===== src/rtl/spi_master_arbiter_if.sv =====
// Signal bundle for spi_master_arbiter: requester handshake, tagged responses,
// per-slave chip selects and the shared spi_master byte-engine handshake.
interface spi_master_arbiter_if #(
    parameter int unsigned N_REQ = 4
) ();
    localparam int unsigned IDW = (N_REQ > 1) ? $clog2(N_REQ) : 1;

    logic [N_REQ-1:0]   req_valid;
    logic [8*N_REQ-1:0] req_data;
    logic [N_REQ-1:0]   req_last;
    logic [N_REQ-1:0]   req_ready;
    logic               rsp_valid;
    logic [7:0]         rsp_data;
    logic [IDW-1:0]     rsp_id;
    logic               rsp_abort;
    logic               busy;
    logic [N_REQ-1:0]   cs_n;
    logic               m_start;
    logic [7:0]         m_data_in;
    logic [7:0]         m_data_out;
    logic               m_done;

    modport master (
        input  req_valid, req_data, req_last, m_data_out, m_done,
        output req_ready, rsp_valid, rsp_data, rsp_id, rsp_abort, busy, cs_n,
               m_start, m_data_in
    );

    modport slave (
        output req_valid, req_data, req_last, m_data_out, m_done,
        input  req_ready, rsp_valid, rsp_data, rsp_id, rsp_abort, busy, cs_n,
               m_start, m_data_in
    );
endinterface


===== src/rtl/spi_master_arbiter.sv =====
// Round-robin scheduler sharing one spi_master byte engine between N_REQ requesters,
// owning per-slave chip selects for whole bursts with CS setup, deselect gap and hold timeout.
module spi_master_arbiter #(
    parameter int unsigned N_REQ    = 4,
    parameter int unsigned CS_SETUP = 2,
    parameter int unsigned CS_GAP   = 4,
    parameter int unsigned HOLD_MAX = 255
) (
    input logic                  clk,
    input logic                  rst_n,
    spi_master_arbiter_if.master bus
);
    localparam int unsigned    IDW       = (N_REQ > 1) ? $clog2(N_REQ) : 1;
    localparam logic [15:0]    SetupLoad = 16'(CS_SETUP);
    localparam logic [15:0]    GapLoad   = 16'(CS_GAP);
    localparam logic [15:0]    HoldLast  = 16'(HOLD_MAX - 1);
    localparam logic [IDW-1:0] PtrRst    = IDW'(N_REQ - 1);

    typedef enum logic [2:0] {StIdle, StSetup, StLaunch, StWait, StHold, StGap} state_e;

    state_e             state_q, state_d;
    logic [IDW-1:0]     id_q, id_d;
    logic [IDW-1:0]     ptr_q, ptr_d;
    logic               last_q, last_d;
    logic [15:0]        cnt_q, cnt_d;

    logic [N_REQ-1:0]   req_ready_q, req_ready_d;
    logic               rsp_valid_q, rsp_valid_d;
    logic [7:0]         rsp_data_q, rsp_data_d;
    logic [IDW-1:0]     rsp_id_q, rsp_id_d;
    logic               rsp_abort_q, rsp_abort_d;
    logic               busy_q, busy_d;
    logic [N_REQ-1:0]   cs_n_q, cs_n_d;
    logic               m_start_q, m_start_d;
    logic [7:0]         m_data_in_q, m_data_in_d;

    logic               grant_found;
    logic [IDW-1:0]     grant_id;
    logic [IDW-1:0]     cand;

    // Search starts just above the last served requester and wraps modulo N_REQ.
    always_comb begin
        grant_found = 1'b0;
        grant_id    = '0;
        cand        = '0;
        for (int unsigned i = 1; i <= N_REQ; i++) begin
            cand = IDW'((32'(ptr_q) + i) % N_REQ);
            if (!grant_found && bus.req_valid[cand]) begin
                grant_found = 1'b1;
                grant_id    = cand;
            end
        end
    end

    always_comb begin
        state_d     = state_q;
        id_d        = id_q;
        ptr_d       = ptr_q;
        last_d      = last_q;
        cnt_d       = cnt_q;
        rsp_valid_d = 1'b0;
        rsp_abort_d = 1'b0;
        rsp_data_d  = rsp_data_q;
        rsp_id_d    = rsp_id_q;
        unique case (state_q)
            StIdle: begin
                if (grant_found) begin
                    id_d    = grant_id;
                    cnt_d   = SetupLoad;
                    state_d = StSetup;
                end
            end
            StSetup: begin
                if (cnt_q <= 16'd1) begin
                    state_d = StLaunch;
                end else begin
                    cnt_d = cnt_q - 16'd1;
                end
            end
            StLaunch: begin
                last_d  = bus.req_last[id_q];
                state_d = StWait;
            end
            StWait: begin
                if (bus.m_done) begin
                    rsp_valid_d = 1'b1;
                    rsp_data_d  = bus.m_data_out;
                    rsp_id_d    = id_q;
                    if (last_q) begin
                        ptr_d   = id_q;
                        cnt_d   = GapLoad;
                        state_d = StGap;
                    end else begin
                        cnt_d   = '0;
                        state_d = StHold;
                    end
                end
            end
            StHold: begin
                if (bus.req_valid[id_q]) begin
                    state_d = StLaunch;
                end else if (cnt_q >= HoldLast) begin
                    rsp_abort_d = 1'b1;
                    rsp_id_d    = id_q;
                    ptr_d       = id_q;
                    cnt_d       = GapLoad;
                    state_d     = StGap;
                end else begin
                    cnt_d = cnt_q + 16'd1;
                end
            end
            StGap: begin
                if (cnt_q <= 16'd1) begin
                    state_d = StIdle;
                end else begin
                    cnt_d = cnt_q - 16'd1;
                end
            end
            default: state_d = StIdle;
        endcase
    end

    // Outputs are registered from the next state so they line up with the state they belong to.
    always_comb begin
        req_ready_d = '0;
        m_start_d   = 1'b0;
        m_data_in_d = m_data_in_q;
        cs_n_d      = '1;
        busy_d      = (state_d != StIdle);
        if (state_d == StLaunch) begin
            req_ready_d[id_d] = 1'b1;
            m_start_d         = 1'b1;
            m_data_in_d       = bus.req_data[{id_d, 3'b000} +: 8];
        end
        if (state_d inside {StSetup, StLaunch, StWait, StHold}) begin
            cs_n_d[id_d] = 1'b0;
        end
    end

    always_ff @(posedge clk or negedge rst_n) begin
        if (!rst_n) begin
            state_q     <= StIdle;
            id_q        <= '0;
            ptr_q       <= PtrRst;
            last_q      <= 1'b0;
            cnt_q       <= '0;
            req_ready_q <= '0;
            rsp_valid_q <= 1'b0;
            rsp_data_q  <= '0;
            rsp_id_q    <= '0;
            rsp_abort_q <= 1'b0;
            busy_q      <= 1'b0;
            cs_n_q      <= '1;
            m_start_q   <= 1'b0;
            m_data_in_q <= '0;
        end else begin
            state_q     <= state_d;
            id_q        <= id_d;
            ptr_q       <= ptr_d;
            last_q      <= last_d;
            cnt_q       <= cnt_d;
            req_ready_q <= req_ready_d;
            rsp_valid_q <= rsp_valid_d;
            rsp_data_q  <= rsp_data_d;
            rsp_id_q    <= rsp_id_d;
            rsp_abort_q <= rsp_abort_d;
            busy_q      <= busy_d;
            cs_n_q      <= cs_n_d;
            m_start_q   <= m_start_d;
            m_data_in_q <= m_data_in_d;
        end
    end

    assign bus.req_ready = req_ready_q;
    assign bus.rsp_valid = rsp_valid_q;
    assign bus.rsp_data  = rsp_data_q;
    assign bus.rsp_id    = rsp_id_q;
    assign bus.rsp_abort = rsp_abort_q;
    assign bus.busy      = busy_q;
    assign bus.cs_n      = cs_n_q;
    assign bus.m_start   = m_start_q;
    assign bus.m_data_in = m_data_in_q;
endmodule


===== src/flat_wrapper.sv =====
// flat-port wrapper written by rule: the top's interface ports become plain ports
module spi_master_arbiter_flat 
#(
    parameter int unsigned N_REQ    = 4,
    parameter int unsigned CS_SETUP = 2,
    parameter int unsigned CS_GAP   = 4,
    parameter int unsigned HOLD_MAX = 255
)
  (clk, rst_n, bus_req_valid, bus_req_data, bus_req_last, bus_m_data_out, bus_m_done, bus_req_ready, bus_rsp_valid, bus_rsp_data, bus_rsp_id, bus_rsp_abort, bus_busy, bus_cs_n, bus_m_start, bus_m_data_in);
  spi_master_arbiter_if #(.N_REQ(N_REQ)) bus_i ();
  input logic clk;
  input logic rst_n;
  input wire logic [$bits(bus_i.req_valid)-1:0] bus_req_valid;
  input wire logic [$bits(bus_i.req_data)-1:0] bus_req_data;
  input wire logic [$bits(bus_i.req_last)-1:0] bus_req_last;
  input wire logic [$bits(bus_i.m_data_out)-1:0] bus_m_data_out;
  input wire logic [$bits(bus_i.m_done)-1:0] bus_m_done;
  output wire logic [$bits(bus_i.req_ready)-1:0] bus_req_ready;
  output wire logic [$bits(bus_i.rsp_valid)-1:0] bus_rsp_valid;
  output wire logic [$bits(bus_i.rsp_data)-1:0] bus_rsp_data;
  output wire logic [$bits(bus_i.rsp_id)-1:0] bus_rsp_id;
  output wire logic [$bits(bus_i.rsp_abort)-1:0] bus_rsp_abort;
  output wire logic [$bits(bus_i.busy)-1:0] bus_busy;
  output wire logic [$bits(bus_i.cs_n)-1:0] bus_cs_n;
  output wire logic [$bits(bus_i.m_start)-1:0] bus_m_start;
  output wire logic [$bits(bus_i.m_data_in)-1:0] bus_m_data_in;
  assign bus_i.req_valid = bus_req_valid;
  assign bus_i.req_data = bus_req_data;
  assign bus_i.req_last = bus_req_last;
  assign bus_i.m_data_out = bus_m_data_out;
  assign bus_i.m_done = bus_m_done;
  assign bus_req_ready = bus_i.req_ready;
  assign bus_rsp_valid = bus_i.rsp_valid;
  assign bus_rsp_data = bus_i.rsp_data;
  assign bus_rsp_id = bus_i.rsp_id;
  assign bus_rsp_abort = bus_i.rsp_abort;
  assign bus_busy = bus_i.busy;
  assign bus_cs_n = bus_i.cs_n;
  assign bus_m_start = bus_i.m_start;
  assign bus_m_data_in = bus_i.m_data_in;
  spi_master_arbiter #(.N_REQ(N_REQ), .CS_SETUP(CS_SETUP), .CS_GAP(CS_GAP), .HOLD_MAX(HOLD_MAX)) u_core (.clk(clk), .rst_n(rst_n), .bus(bus_i));
endmodule

===== config.mk =====
export PLATFORM = sky130hd
export DESIGN_NAME = spi_master_arbiter_flat
export DESIGN_NICKNAME = d
export VERILOG_FILES = /design/src/rtl/spi_master_arbiter_if.sv /design/src/rtl/spi_master_arbiter.sv /design/src/flat_wrapper.sv
export SDC_FILE = /design/constraint.sdc
export NUM_CORES = 1
export LEC_CHECK = 0
export BUFFER_PORTS_ARGS = -buffer_cell sky130_fd_sc_hd__buf_4
export CELL_PAD_IN_SITES_DETAIL_PLACEMENT = 0
export CELL_PAD_IN_SITES_GLOBAL_PLACEMENT = 1
export CORE_MARGIN = 2
export CORE_UTILIZATION = 44
export CTS_CLUSTER_DIAMETER = 30
export DETAILED_ROUTE_END_ITERATION = 10
export PLACE_DENSITY_LB_ADDON = 0.1
export RECOVER_POWER = 100
export SLEW_MARGIN = 20
export SYNTH_ARGS = -nofsm -noshare
export SYNTH_HDL_FRONTEND = slang
export SYNTH_SLANG_ARGS = --single-unit

===== constraint.sdc =====
create_clock -name clk -period 4.4 [get_ports clk]
set_input_delay 0.88 -clock clk [delete_from_list [all_inputs] [get_ports clk]]
set_output_delay 0.88 -clock clk [all_outputs]
set_load 0.01 [all_outputs]

Word level (Yosys, flattened, before mapping)
Index checks and enable logic that the tools add are counted.

storage, ports and cells
  input bits = 51
  flip-flop bits (word level) = 54
  word-level logic and storage cells = 117

cells by class
  shift operators = 1
  bitwise logic cells = 1
  equality and inequality tests = 15
  add/subtract/negate cells = 6
  muxes and demuxes = 54
  order comparisons = 9
  reduce and logical (&&, ||, !) cells = 17

operators by type and width
  operator                                                             count
  two-way mux 16 bit                                                   5
  case mux 16 bit (4 select lines)                                     1
  variable part select 32 x 6 -> 8 bit                                 1
  two-way mux 2 bit                                                    11
  two-way mux 3 bit                                                    7
  < comparator 2 x 3 -> 1 bit (second input constant)                  6
  two-way mux 1 bit                                                    18
  case mux 3 bit (6 select lines)                                      1
  adder 16 x 1 -> 16 bit (second input constant)                       1
  greater-or-equal comparator 16 x 8 -> 1 bit (second input constant)  1
  less-or-equal comparator 16 x 1 -> 1 bit (second input constant)     1
  subtractor 16 x 1 -> 16 bit (second input constant)                  1
  binary-select mux 1 bit (select 2 bit)                               6
  == test 3 x 2 -> 1 bit (second input constant)                       4
  AND reduction 5 bit                                                  2
  == test 3 bit (second input constant)                                3
  two-way mux 4 bit                                                    2
  case mux 2 bit (2 select lines)                                      2
  nonzero test 4 bit                                                   2
  == test 3 x 1 -> 1 bit (second input constant)                       2
  inequality test 2 x 1 -> 1 bit (second input constant)               3
  inequality test 2 bit (second input constant)                        3
  adder 2 x 1 -> 2 bit (second input constant)                         2
  adder 2 bit (second input constant)                                  2
  other kinds (11)                                                     16

Depth between registers and ports, before layout
Gate-level depths: netlist (run 1).

  word-level depth = 21
  gate-level depth with buffers = 9

Worst setup path after synthesis (run 1)
OpenSTA, ideal clock, no wires.

  path type = in2reg
  start point = input port bus_req_valid[1]
  end point = register u_core.m_data_in_q[0], in the netlist u_core.bus.m_data_in[0]
  arrival = 2.441 ns
  data required time = 4.275 ns
  path buffers = 1
  stages = 7
  slack = 1.834 ns
  cell sequence = or4_4 > and2_4 > a31oi_4 > buf_6 > mux2i_1 > mux2i_1 > mux2_4

between the ends
  word-level cells in the longest chain between the ends = 15

ends and longest elaborated chain
  what                                                                                   line                                                  source
  from (decl)                                                                            flat_wrapper.sv:13                                    input wire logic [$bits(bus_i.req_valid)-1:0] bus_req_valid;
  binary-select mux 1 bit (select 2 bit)                                                 spi_master_arbiter.sv:48                              if (!grant_found && bus.req_valid[cand]) begin
  two-way mux 1 bit (implied by the code)                                                spi_master_arbiter.sv:48
  two-way mux 1 bit                                                                      spi_master_arbiter.sv:48
  zero test 1 bit                                                                        spi_master_arbiter.sv:48
  logical AND 1 bit                                                                      spi_master_arbiter.sv:48
  two-way mux 1 bit                                                                      spi_master_arbiter.sv:48
  zero test 1 bit                                                                        spi_master_arbiter.sv:48
  logical AND 1 bit                                                                      spi_master_arbiter.sv:48
  two-way mux 1 bit                                                                      spi_master_arbiter.sv:48
  zero test 1 bit                                                                        spi_master_arbiter.sv:48
  logical AND 1 bit                                                                      spi_master_arbiter.sv:48
  two-way mux 2 bit / two-way mux 1 bit (equally long branches)                          spi_master_arbiter.sv:48
  two-way mux 2 bit / two-way mux 3 bit (equally long branches)                          spi_master_arbiter.sv:67                              if (grant_found) begin
  two-way mux 2 bit / case mux 3 bit (6 select lines) (equally long branches)            spi_master_arbiter.sv:65                              unique case (state_q)
  variable part select 32 x 6 -> 8 bit / == test 3 x 2 -> 1 bit (equally long branches)  spi_master_arbiter.sv:133, spi_master_arbiter.sv:130
  to (signal assigned)                                                                   spi_master_arbiter.sv:170                             m_data_in_q <= m_data_in_d;
  to (decl)                                                                              spi_master_arbiter.sv:35                              logic [7:0] m_data_in_q, m_data_in_d;

Several ways; a longest one is shown, not always the timed one. The select of a mux whose other input is x is not followed.
A chain may end at the register's enable or synchronous reset.

Worst setup path in the final report (run 1)
Same ends and word-level chain as after synthesis.

==> results of run 1 <==
## metrics by stage
stage / instance area, µm² / setup slack [ps] / std cells
3_5_place_dp: 3780 / 1210 / 461
4_1_cts: 3900 / 1550 / 469
5_1_grt: 3710 / 747 / 469
3_3_place_gp: 3780 / 1290 / 461
6_report: 3710 / 1010 / 469
2_1_floorplan: 3180 / 1830 / 299
## flip-flops by register name (all words and copies together) (netlist names), 2 cells and up
register,flops
u_core.bus.cs_n,4
u_core.bus.m_data_in,8
u_core.bus.req_ready,4
u_core.bus.rsp_data,8
u_core.bus.rsp_id,2
u_core.cnt_q,16
u_core.id_q,2
u_core.ptr_q,2
u_core.state_q,3
## path summary, 6_finish.rpt
kind / depth (start not counted) / end / start
setup / recovery: 6 / u_core.bus.m_data_in[0] / bus_req_valid[1]
hold reg to reg: 1 / u_core.cnt_q[15] / u_core.cnt_q[15]
setup reg to reg: 6 / u_core.bus.m_data_in[7] / u_core.cnt_q[6]
max in group asynchronous: 1 / u_core.id_q[1] / rst_n
min in group asynchronous: 1 / u_core.cnt_q[3] / rst_n
hold / removal: 1 / u_core.cnt_q[15] / u_core.cnt_q[15]
## critical path, cell delays in order
cell and delay (ps):
clkbuf_1 130, or4_1 590, and2_0 230, o22ai_1 1190, mux2i_1 190, mux2_1 360
## cells by family (layout without fill, tap and decap cells)
logic type / after synthesis / in the layout / share of synthesized area
AO/OA/AOI/OAI: 71 / 71 / 0.165
XOR/XNOR: 2 / 2 / 0.00551
adder cells (fa/ha/maj): 4 / 4 / 0.0157
buffers and inverters: 25 / 99 / 0.0508
flip-flops: 54 / 54 / 0.428
multiplexers: 48 / 48 / 0.173
AND/OR/NAND/NOR: 95 / 95 / 0.162
## metal layers
layer	wire (µm)	vias to the layer above	share of wire	GRT usage
li1	-	1246	-	-
met2	3400	72	0.49	0.301
met1	3220	1266	0.46	0.258
met4	66	0	0.0095	0.0448
met3	282	5	0.040	0.0342
met5	0	-	0	0
## report_power, final
group	switching, mW	leakage (nW)	internal, mW
logic	0.829	0.939	0.631
registers	0.204	0.673	0.719
clock network	0.172	0.0618	0.188
## layout by cell type (no fill, tap or decap), types with 3 or more instances in the layout
cell type	instances
or4_1	3
dfrtp_1	48
buf_4	47
clkbuf_8	6
ha_1	4
nor2b_1	3
inv_1	10
and3_2	4
and2_2	3
mux2_2	17
nand4_1	4
a221o_1	3
nor2_1	28
nand2b_1	3
nand3_1	6
dfstp_2	6
mux2i_1	25
a21oi_1	7
mux2_1	4
nor3_1	6
a31oi_1	5
o21ai_0	25
nand2_1	22
o211ai_1	4
clkbuf_1	33
## cell type report
class | count | area (µm²) | share of cell area
inverter | 10 | 37.5 | 0.0101
clock inverter | 2 | 38.8 | 0.0104
timing repair buffer | 81 | 484 | 0.130
sequential | 54 | 1360 | 0.366
clock buffer | 6 | 82.6 | 0.0222
multi-input combinational | 220 | 1590 | 0.428
tap | 96 | 120 | 0.0324
==> metrics.yaml, run 1 <==
synthesis:
  synthTopCellsByCount: "dfrtp_1, nor2_1, mux2i_1, o21ai_0, nand2_1"
  synth_area_per_cell_um2: 10.6
  synth_cell_types: 62
  synth_edf_count: 0
  synth-seq-area-share: 0.428
  ys.flop_type: "dfrtp_1"
  synth_nets: 354
  yosys-top-cells-area: "dfrtp_1, mux2i_1, mux2_2, dfstp_2, o21ai_0"
  ys_ff_latch: 54
  synth_top_area_frac: 0.378
  synth-warning-count: 0
  synth_most_common_cell: "dfrtp_1"
  syn_inst: 299
  yosysTopAreaCell: "dfrtp_1"
  synthArstFlopShare: 1.00
  synthesis.area_um2: 3180
grt:
  grt_pass1_vias: 2373
  antenna_found_initial: 0
  grt-ovfl-total: 0
  grt_max_degree: 55
  grt_pass1_wl_um: 11600
  grt_use_total: 0.185
timing:
  skew_ps: 7.12
  rsz0062_at_grt: "false"
  hold_ws_ps: 495
  maxSlewHeadroom: -0.0605
  period_needed_ps: 3390
  hold_viol: 0
  drv_slew: 16
  min_period_over_period: 0.770
  finalSetupTns_ps: 0
  max_freq_ghz: 0.295
  finalSetupViolations: 0
  worst_pin_slew_ps: 1590
finish:
  nets: 427
  post-route-util: 0.538
  fillCellCount: 689
  antennaDiodeCount: 0
  area_delta_synth_final_pct: 16.8
  drive_gt1_frac: 0.255
routing:
  ant_nets: 0
  firstDrtPassIters: 5
  wl_per_cell_um: 14.9
  vias_per_cell: 5.52
  drt_first_iter_violations: 122
  wl_um: 6970
  drc: 0
  vias: 2589
worst_setup_path:
  crit_type: "input pin to register"
  required_ps: 4590
  cp-end-kind: "register"
  crit_path_start_kind: "input pin"
  cp.arrival_ps: 3580
  crit_fanout: 15
  r2r_setup_slack_ps: 1190
placement:
  io_buffers: 80
  dp_hpwl_um: 5030
  place_congestion: 0.820
die:
  initial_utilization: 0.460
  dieArea_um2: 7920
  rows: 30
  dieHeight_um: 89.0
  die_x_um: 89.0
  io_pins: 81
  design.core.area_um2: 6910
power:
  total_power_mw: 2.74
  vdd_drop_max_uv: 341
  power.leakage_nw: 1.67
  power.density_nw_per_um2: 738
clock_tree:
  cts.path.max_buffers: 2
  hold_buffers: 0
  clk_latency_ps: 310
  cts_setup_buffers: 0
  root_buffer: "clkbuf_8"
  clk_pin_slew_ps: 100
  cts_made_buffers: 5
  numClockSinks: 54
  cts_tree: "yes"
  h-tree-depth: 2
  post_cts_resized: 0
job:
  maxCapViolations: 1
hold_path:
  hp-class: "register to register"
status:
  status: "finished with violations"
  violations: "max-capacitance violations, max-slew violations"
Power figures use the tool's default switching activity.
==> run 2: changes to the inputs <==
ABC_AREA = 1   (was not set)
CORE_UTILIZATION = 35   (was 44)
clock period = 2.8 ns   (was 4.4 ns; I/O delays follow)
==> run 2 against run 1 <==
Compared with the run above:
- the run now ends clean
- die area increased by 33%
- hold slack got worse by 50 ps
- combinational power increased by 90%
- sequential share of layout area decreased by 3.2 points
- utilization decreased by 12 points
- setup slack got worse by 590 ps
- cell area increased by 9.5%
- final cell count increased by 46%
==> metrics.yaml, run 2 <==
timing:
  min_period_over_period: 0.850
  worst_pin_slew_ps: 1360  # -230 ps
  drv_slew: 0  # -16
  max_freq_ghz: 0.420
  finalSetupViolations: 0  # unchanged
  hold_ws_ps: 445  # -49.6 ps
  rsz0062_at_grt: "false"
  hold_viol: 0  # unchanged
  skew_ps: 4.16  # -2.96 ps
  period_needed_ps: 2380
  maxSlewHeadroom: 0.0928  # +0.153
  finalSetupTns_ps: 0  # unchanged
finish:
  final_common_cell: "nand2_1"
  fillCellCount: 1057  # +53%
  largest_reg_flops: 16  # unchanged
  fin_area_um2: 4070  # +9.5%
  antennaDiodeCount: 0  # unchanged
  multi_input_area_um2: 1720  # +8.2%
  ff_latch_area_um2: 1360  # unchanged
  final_cell_mix: "nand2_1, buf_4, dfrtp_1, inv_1, o21ai_0"
  drive_gt1_frac: 0.168  # -0.0862
  nets: 606  # +42%
  area_delta_synth_final_pct: 19.0
  regMostFlops: "u_core.cnt_q"
synthesis:
  yosysTopAreaCell: "dfrtp_1"
  synthesis.area_um2: 3420  # +7.5%
  synth_top_area_frac: 0.352  # -0.0264
  syn_inst: 474  # +59%
  synth-adder-area-share: 0.0146  # -0.00110
  synth_edf_count: 0  # unchanged
  synth_area_per_cell_um2: 7.21  # -32%
  synth_top_family_by_area: "simple AND/OR/NAND/NOR gates"
  synthArstFlopShare: 1.00  # unchanged
  synthTopCellsByCount: "nand2_1, dfrtp_1, inv_1, nand3_1, o21ai_0"
  yosys-top-cells-area: "dfrtp_1, nand2_1, nand3_1, o21ai_0, dfstp_2"
  synth_mux_area_frac: 0  # -0.173
  synth_most_common_cell: "nand2_1"
  synth_xor_area_frac: 0.0179  # +0.0124
  synth-warning-count: 0  # unchanged
  synth-seq-area-share: 0.398  # -0.0299
  synth_nets: 529  # +49%
  ys_ff_latch: 54  # unchanged
  synth_compound_area_frac: 0.120  # -0.0445
  ys.flop_type: "dfrtp_1"
  synth_cell_types: 41  # -34%
  yosys.area_share.simple: 0.361  # +0.199
power:
  switching_share: 0.508  # +0.0683
  vdd_drop_max_uv: 420  # +23%
  power.internal_mw: 2.31  # +50%
  combPwrFrac: 0.591  # +0.059
  p_clk_frac: 0.122  # -0.009
  power.density_nw_per_um2: 1150  # +56%
  p_switching_mw: 2.38  # +98%
  power.leakage_nw: 2.07  # +24%
  power_frac_seq: 0.287  # -0.050
die:
  io_pins: 81  # unchanged
  rows: 36  # +20%
  dieHeight_um: 103  # +16%
  die_x_um: 103  # +16%
  dieArea_um2: 10600  # +33%
  design.core.area_um2: 9640  # +40%
  initial_utilization: 0.354  # -0.106
grt:
  grt-ovfl-total: 0  # unchanged
  busiest_layer: "met2"
  grtUsageMet1: 0.216  # -0.0416
  met3_usage: 0.0251  # -0.00908
  grt_pass1_wl_um: 14400  # +24%
  grt_use_total: 0.169  # -0.0156
  met2_usage: 0.302  # +0.00112
  grt_max_degree: 55  # unchanged
  antenna_found_initial: 0  # unchanged
  grt_pass1_vias: 3091  # +30%
worst_setup_path:
  reg2reg_depth: 16  # +10
  cp.arrival_ps: 2640  # -940 ps
  timing.rr.end: "u_core.bus.m_data_in[1]"
  crit_fanout: 22  # +7
  r2r_start: "u_core.ptr_q[0]"
  required_ps: 3060  # -1530 ps
  crit_path_start_kind: "register"
  crit_type: "register to register"
  cp-end-kind: "register"
  r2r_setup_slack_ps: 420  # -770 ps
clock_tree:
  cts.path.max_buffers: 2  # unchanged
  root_buffer: "clkbuf_8"
  cts_setup_buffers: 0  # unchanged
  h-tree-depth: 2  # unchanged
  hold_buffers: 0  # unchanged
  cts_tree: "yes"
  clk_pin_slew_ps: 100  # about the same
  cts_made_buffers: 5  # unchanged
  post_cts_resized: 0  # unchanged
  numClockSinks: 54  # unchanged
  clk_latency_ps: 310  # about the same
hold_path:
  worstHoldEndpoint: "u_core.bus.rsp_data[4]"
  min-delay-start: "bus_m_data_out[4]"
  hp-class: "input pin to register"
  whs_path_depth: 3  # +2
routing:
  ant_nets: 0  # unchanged
  drc: 0  # unchanged
  drt_first_iter_violations: 86  # -30%
  wl_per_cell_um: 12.3  # -17%
  vias: 3206  # +24%
  vias_per_cell: 4.68  # -15%
  wl_um: 8440  # +21%
  firstDrtPassIters: 4  # -1
status:
  status: "finished, final reports clean"
placement:
  io_buffers: 80  # unchanged
  dpl_cell_area_um2: 4100  # +8.4%
  dp_hpwl_um: 6380  # +27%
  place_congestion: 0.831  # +1.3%
job:
  maxCapViolations: 0  # -1
[run 2: changes by cell type in the layout (fill, tap and decap cells not counted), sizes merged, moves of 5 or more]
cell   change
a31oi      -5
mux2      -21
and2       -6
mux2i     -25
nand2    +166
nand3     +30
a21oi      +7
nor2       +5
inv       +38
o21ai     +17
buf        +5
[run 2: layout make-up]
class,count,area share
sequential,54,0.334
inverter,48,0.0462
tap,133,0.0409
multi-input combinational,358,0.423
timing repair buffer,84,0.126
clock buffer,6,0.0203
clock inverter,2,0.00954
[run 2: worst max path at each step]
stage,from,endpoint,cells past startpoint
floorplan,u_core.cnt_q[0],u_core.bus.m_data_in[0],14
global placement,bus_req_valid[2],u_core.bus.m_data_in[1],16
detailed placement,bus_req_valid[0],u_core.bus.m_data_in[0],16
CTS,u_core.ptr_q[0],u_core.bus.m_data_in[0],16
global route,u_core.cnt_q[0],u_core.bus.cs_n[0],11
finish,u_core.ptr_q[0],u_core.bus.m_data_in[1],16
[run 2: routing by layer]
metal,wire (µm),share of wire
met5,0,0
met3,201,0.024
met2,4220,0.50
met4,107,0.013
met1,3910,0.46
[run 2: cells by family (layout without fill, tap and decap cells)]
kind of cell / after synthesis / in the layout
simple gates: 275 / 275
compound gates: 72 / 72
buf+inv: 62 / 140
flops: 54 / 54
xor+xnor: 7 / 7
fa+ha+maj: 4 / 4
[run 2: worst max-delay path: stages, from the launching register on]
cell and delay [ps]:
dfstp_1 740, inv_4 100, nand2_1 80, nand2_1 70
nand2_1 60, nand2_1 80, inv_1 100, nand3_2 110
nand2_4 90, nand2_2 200, nand2_4 290, nand2_1 80
nand2_1 70, nand2_1 50, nand2_1 70, nand2_1 50
nand2_1 60
[run 2: through the flow]
step	setup slack [ps]	total power, mW	utilization	cells
after floorplan	867	3.64	-	474
after global placement	490	4.36	0.425	677
after detailed placement	482	4.37	0.425	677
after CTS	493	4.96	0.438	685
after global routing	131	5.26	0.422	685
final	421	4.70	0.422	685
[run 2: power by group through the flow]
| stage | Sequential, mW | Clock (mW) | Combinational [mW] |
|---|---|---|---|
| CTS | 1.36 | 0.588 | 3.01 |
| global route | 1.39 | 0.620 | 3.24 |
| finish | 1.35 | 0.571 | 2.78 |
| floorplan | 1.35 | 0 | 2.29 |
| global placement | 1.37 | 0 | 2.99 |
| detailed placement | 1.37 | 0 | 2.99 |
==> run 3: changes to the inputs <==
clock period = 2.12 ns   (was 2.8 ns; I/O delays follow)
==> run 3 against run 2 <==
Compared with the run above:
- setup slack got worse by 410 ps
- combinational power rose by 65%
- clock skew rose by 5.3 ps
- die area did not move
- clock power rose by 34%
- routed wire length rose by 5.5%
- hold slack got worse by 140 ps
- register-to-register slack got worse by 410 ps
- sequential share of layout area fell by 2.9 points
- critical endpoint is now u_core.bus.m_data_in[5]
==> metrics.yaml, run 3 (synthesized netlist as in run 2, its figures left out) <==
timing:
  max_freq_ghz: 0.473  # +13%
  rsz0062_at_grt: "true"
  drv_slew: 0  # unchanged
  skew_ps: 9.43  # +5.27 ps
  hold_viol: 0  # unchanged
  finalSetupViolations: 0  # unchanged
  period_needed_ps: 2110  # -265 ps
  worst_pin_slew_ps: 1370  # +9.13 ps
  min_period_over_period: 0.997  # +0.147
  finalSetupTns_ps: 0  # unchanged
  maxSlewHeadroom: 0.0867  # -0.00608
hold_path:
  worstHoldEndpoint: "u_core.bus.rsp_data[6]"
  min-delay-start: "bus_m_data_out[6]"
  whs_path_depth: 3  # unchanged
  hp-class: "input pin to register"
routing:
  drt_first_iter_violations: 100  # +16%
  vias: 3267  # +1.9%
  vias_per_cell: 4.62  # -1.3%
  met3_length_um: 215  # +7.0%
  topRoutingLayerUsed: "met4"
  firstDrtPassIters: 5  # +1
  wl_per_cell_um: 12.6  # +2.2%
  wl_um: 8900  # +5.5%
  drc: 0  # unchanged
  met1_length_um: 4080  # +4.4%
  wl_met2_um: 4530  # +7.5%
  ant_nets: 0  # unchanged
clock_tree:
  root_buffer: "clkbuf_8"
  cts_made_buffers: 5  # unchanged
  numClockSinks: 54  # unchanged
  cts_tree: "yes"
  clk_latency_ps: 310  # about the same
  clk_pin_slew_ps: 110  # about the same
  hold_buffers: 0  # unchanged
  cts.path.max_buffers: 2  # unchanged
  h-tree-depth: 2  # unchanged
finish:
  area_delta_synth_final_pct: 30.4
  largest_reg_flops: 16  # unchanged
  regMostFlops: "u_core.cnt_q"
  nets: 628  # +3.6%
  final_cell_mix: "nand2_1, buf_4, dfrtp_1, inv_1, clkbuf_1"
  fillCellCount: 1057  # unchanged
  drive_gt1_frac: 0.251  # +0.0824
  antennaDiodeCount: 0  # unchanged
  final_common_cell: "nand2_1"
  ff_latch_area_um2: 1360  # about the same
  multi_input_area_um2: 1860  # +8.3%
die:
  initial_utilization: 0.354  # unchanged
  io_pins: 81  # unchanged
  die_x_um: 103  # unchanged
  dieArea_um2: 10600  # unchanged
  design.core.area_um2: 9640  # unchanged
  dieHeight_um: 103  # unchanged
  rows: 36  # unchanged
worst_setup_path:
  cp.arrival_ps: 2330  # -310 ps
  crit_fanout: 11  # -50%
  crit_type: "register to register"
  crit_path_start_kind: "register"
  timing.rr.end: "u_core.bus.m_data_in[5]"
  r2r_setup_slack_ps: 7  # -410 ps
  reg2reg_depth: 17  # +1
  r2r_start: "u_core.ptr_q[0]"
  required_ps: 2340  # -720 ps
  cp-end-kind: "register"
grt:
  grt_use_total: 0.169  # -0.000285
  grt_pass1_vias: 2988  # -3.3%
  grt_pass1_wl_um: 14300  # -1.0%
  antenna_found_initial: 0  # unchanged
  grt-ovfl-total: 0  # unchanged
  grt_max_degree: 55  # unchanged
power:
  vdd_drop_max_uv: 774  # +85%
  power.density_nw_per_um2: 1600  # +38%
  total_power_mw: 7.12  # +52%
  power.leakage_nw: 2.21  # +6.8%
placement:
  io_buffers: 80  # unchanged
  place_congestion: 0.785  # -5.6%
  dp_hpwl_um: 6290  # -1.4%
status:
  status: "finished, final reports clean"
job:
  maxCapViolations: 0  # unchanged
## run 3: cell count changes in the layout (fill, tap and decap cells not counted), sizes merged
cell,before,now
nand2,188,189
clkinvlp,0,2
buf,52,70
clkbuf,38,40
inv,49,48
## run 3: report_power, final
group / switching, mW / internal [mW]
clock: 0.375 / 0.390
combinational: 2.83 / 1.76
sequential: 0.314 / 1.46
total: 3.52 / 3.61
## run 3: stage by stage
step	area (µm²)	worst slack, ps	utilization	std cells	hold WS, ps
after floorplan	3420	187	-	474	128
after global placement	4250	4.69	0.441	692	455
after detailed placement	4250	-9.07	0.441	692	460
after CTS	4390	32.3	0.455	701	175
after global routing	4460	-165	0.462	707	295
final	4460	6.75	0.462	707	303
## run 3: final cells by class
class | instances | share of cell area
Multi-Input combinational cell | 359 | 0.418
Clock buffer | 6 | 0.0185
Inverter | 48 | 0.0447
Sequential cell | 54 | 0.305
Tap cell | 133 | 0.0373
Timing Repair Buffer | 104 | 0.166
Timing Repair inverter | 1 | 0.00168
Clock inverter | 2 | 0.00871
## run 3: what timing repair did
action	in CTS	in global routing
gates cloned	0	4
buffers inserted	1	2
pin swaps	0	16
resized for setup	1	36
endpoints found under the setup margin	8	29
## run 3: critical path, cell delays in order, from the launching register on
cell     delay (ps)
dfstp_2         640
inv_4            80
nand2_1          70
nand2_2          60
nand2_2          70
nand2_2          80
nor2_4          130
nand3_2         100
nand2_4         150
inv_4            60
nand2_8         110
nand2_4         120
nand2_1          80
nand2_1          50
nand2_1          50
nand2_1          50
nand2_1          50
nand2_1          40
## run 3: metal layers
| metal | global-route usage | vias up |
|---|---|---|
| met5 | 0 | - |
| met2 | 0.288 | 54 |
| met1 | 0.228 | 1492 |
| met4 | 0.0374 | 0 |
| met3 | 0.0264 | 4 |
| li1 | - | 1717 |
## run 3: worst max path at each step
stage,start,to,slack (ps),cells after the start
6_report,u_core.ptr_q[0],u_core.bus.m_data_in[5],7,17
4_1_cts,u_core.ptr_q[0],u_core.bus.m_data_in[0],30,17
5_1_grt,u_core.ptr_q[0],u_core.bus.m_data_in[0],-170,17
2_1_floorplan,u_core.cnt_q[0],u_core.bus.m_data_in[0],190,14
3_5_place_dp,u_core.ptr_q[0],u_core.bus.m_data_in[6],-9,15
3_3_place_gp,u_core.ptr_q[0],u_core.bus.m_data_in[7],5,15
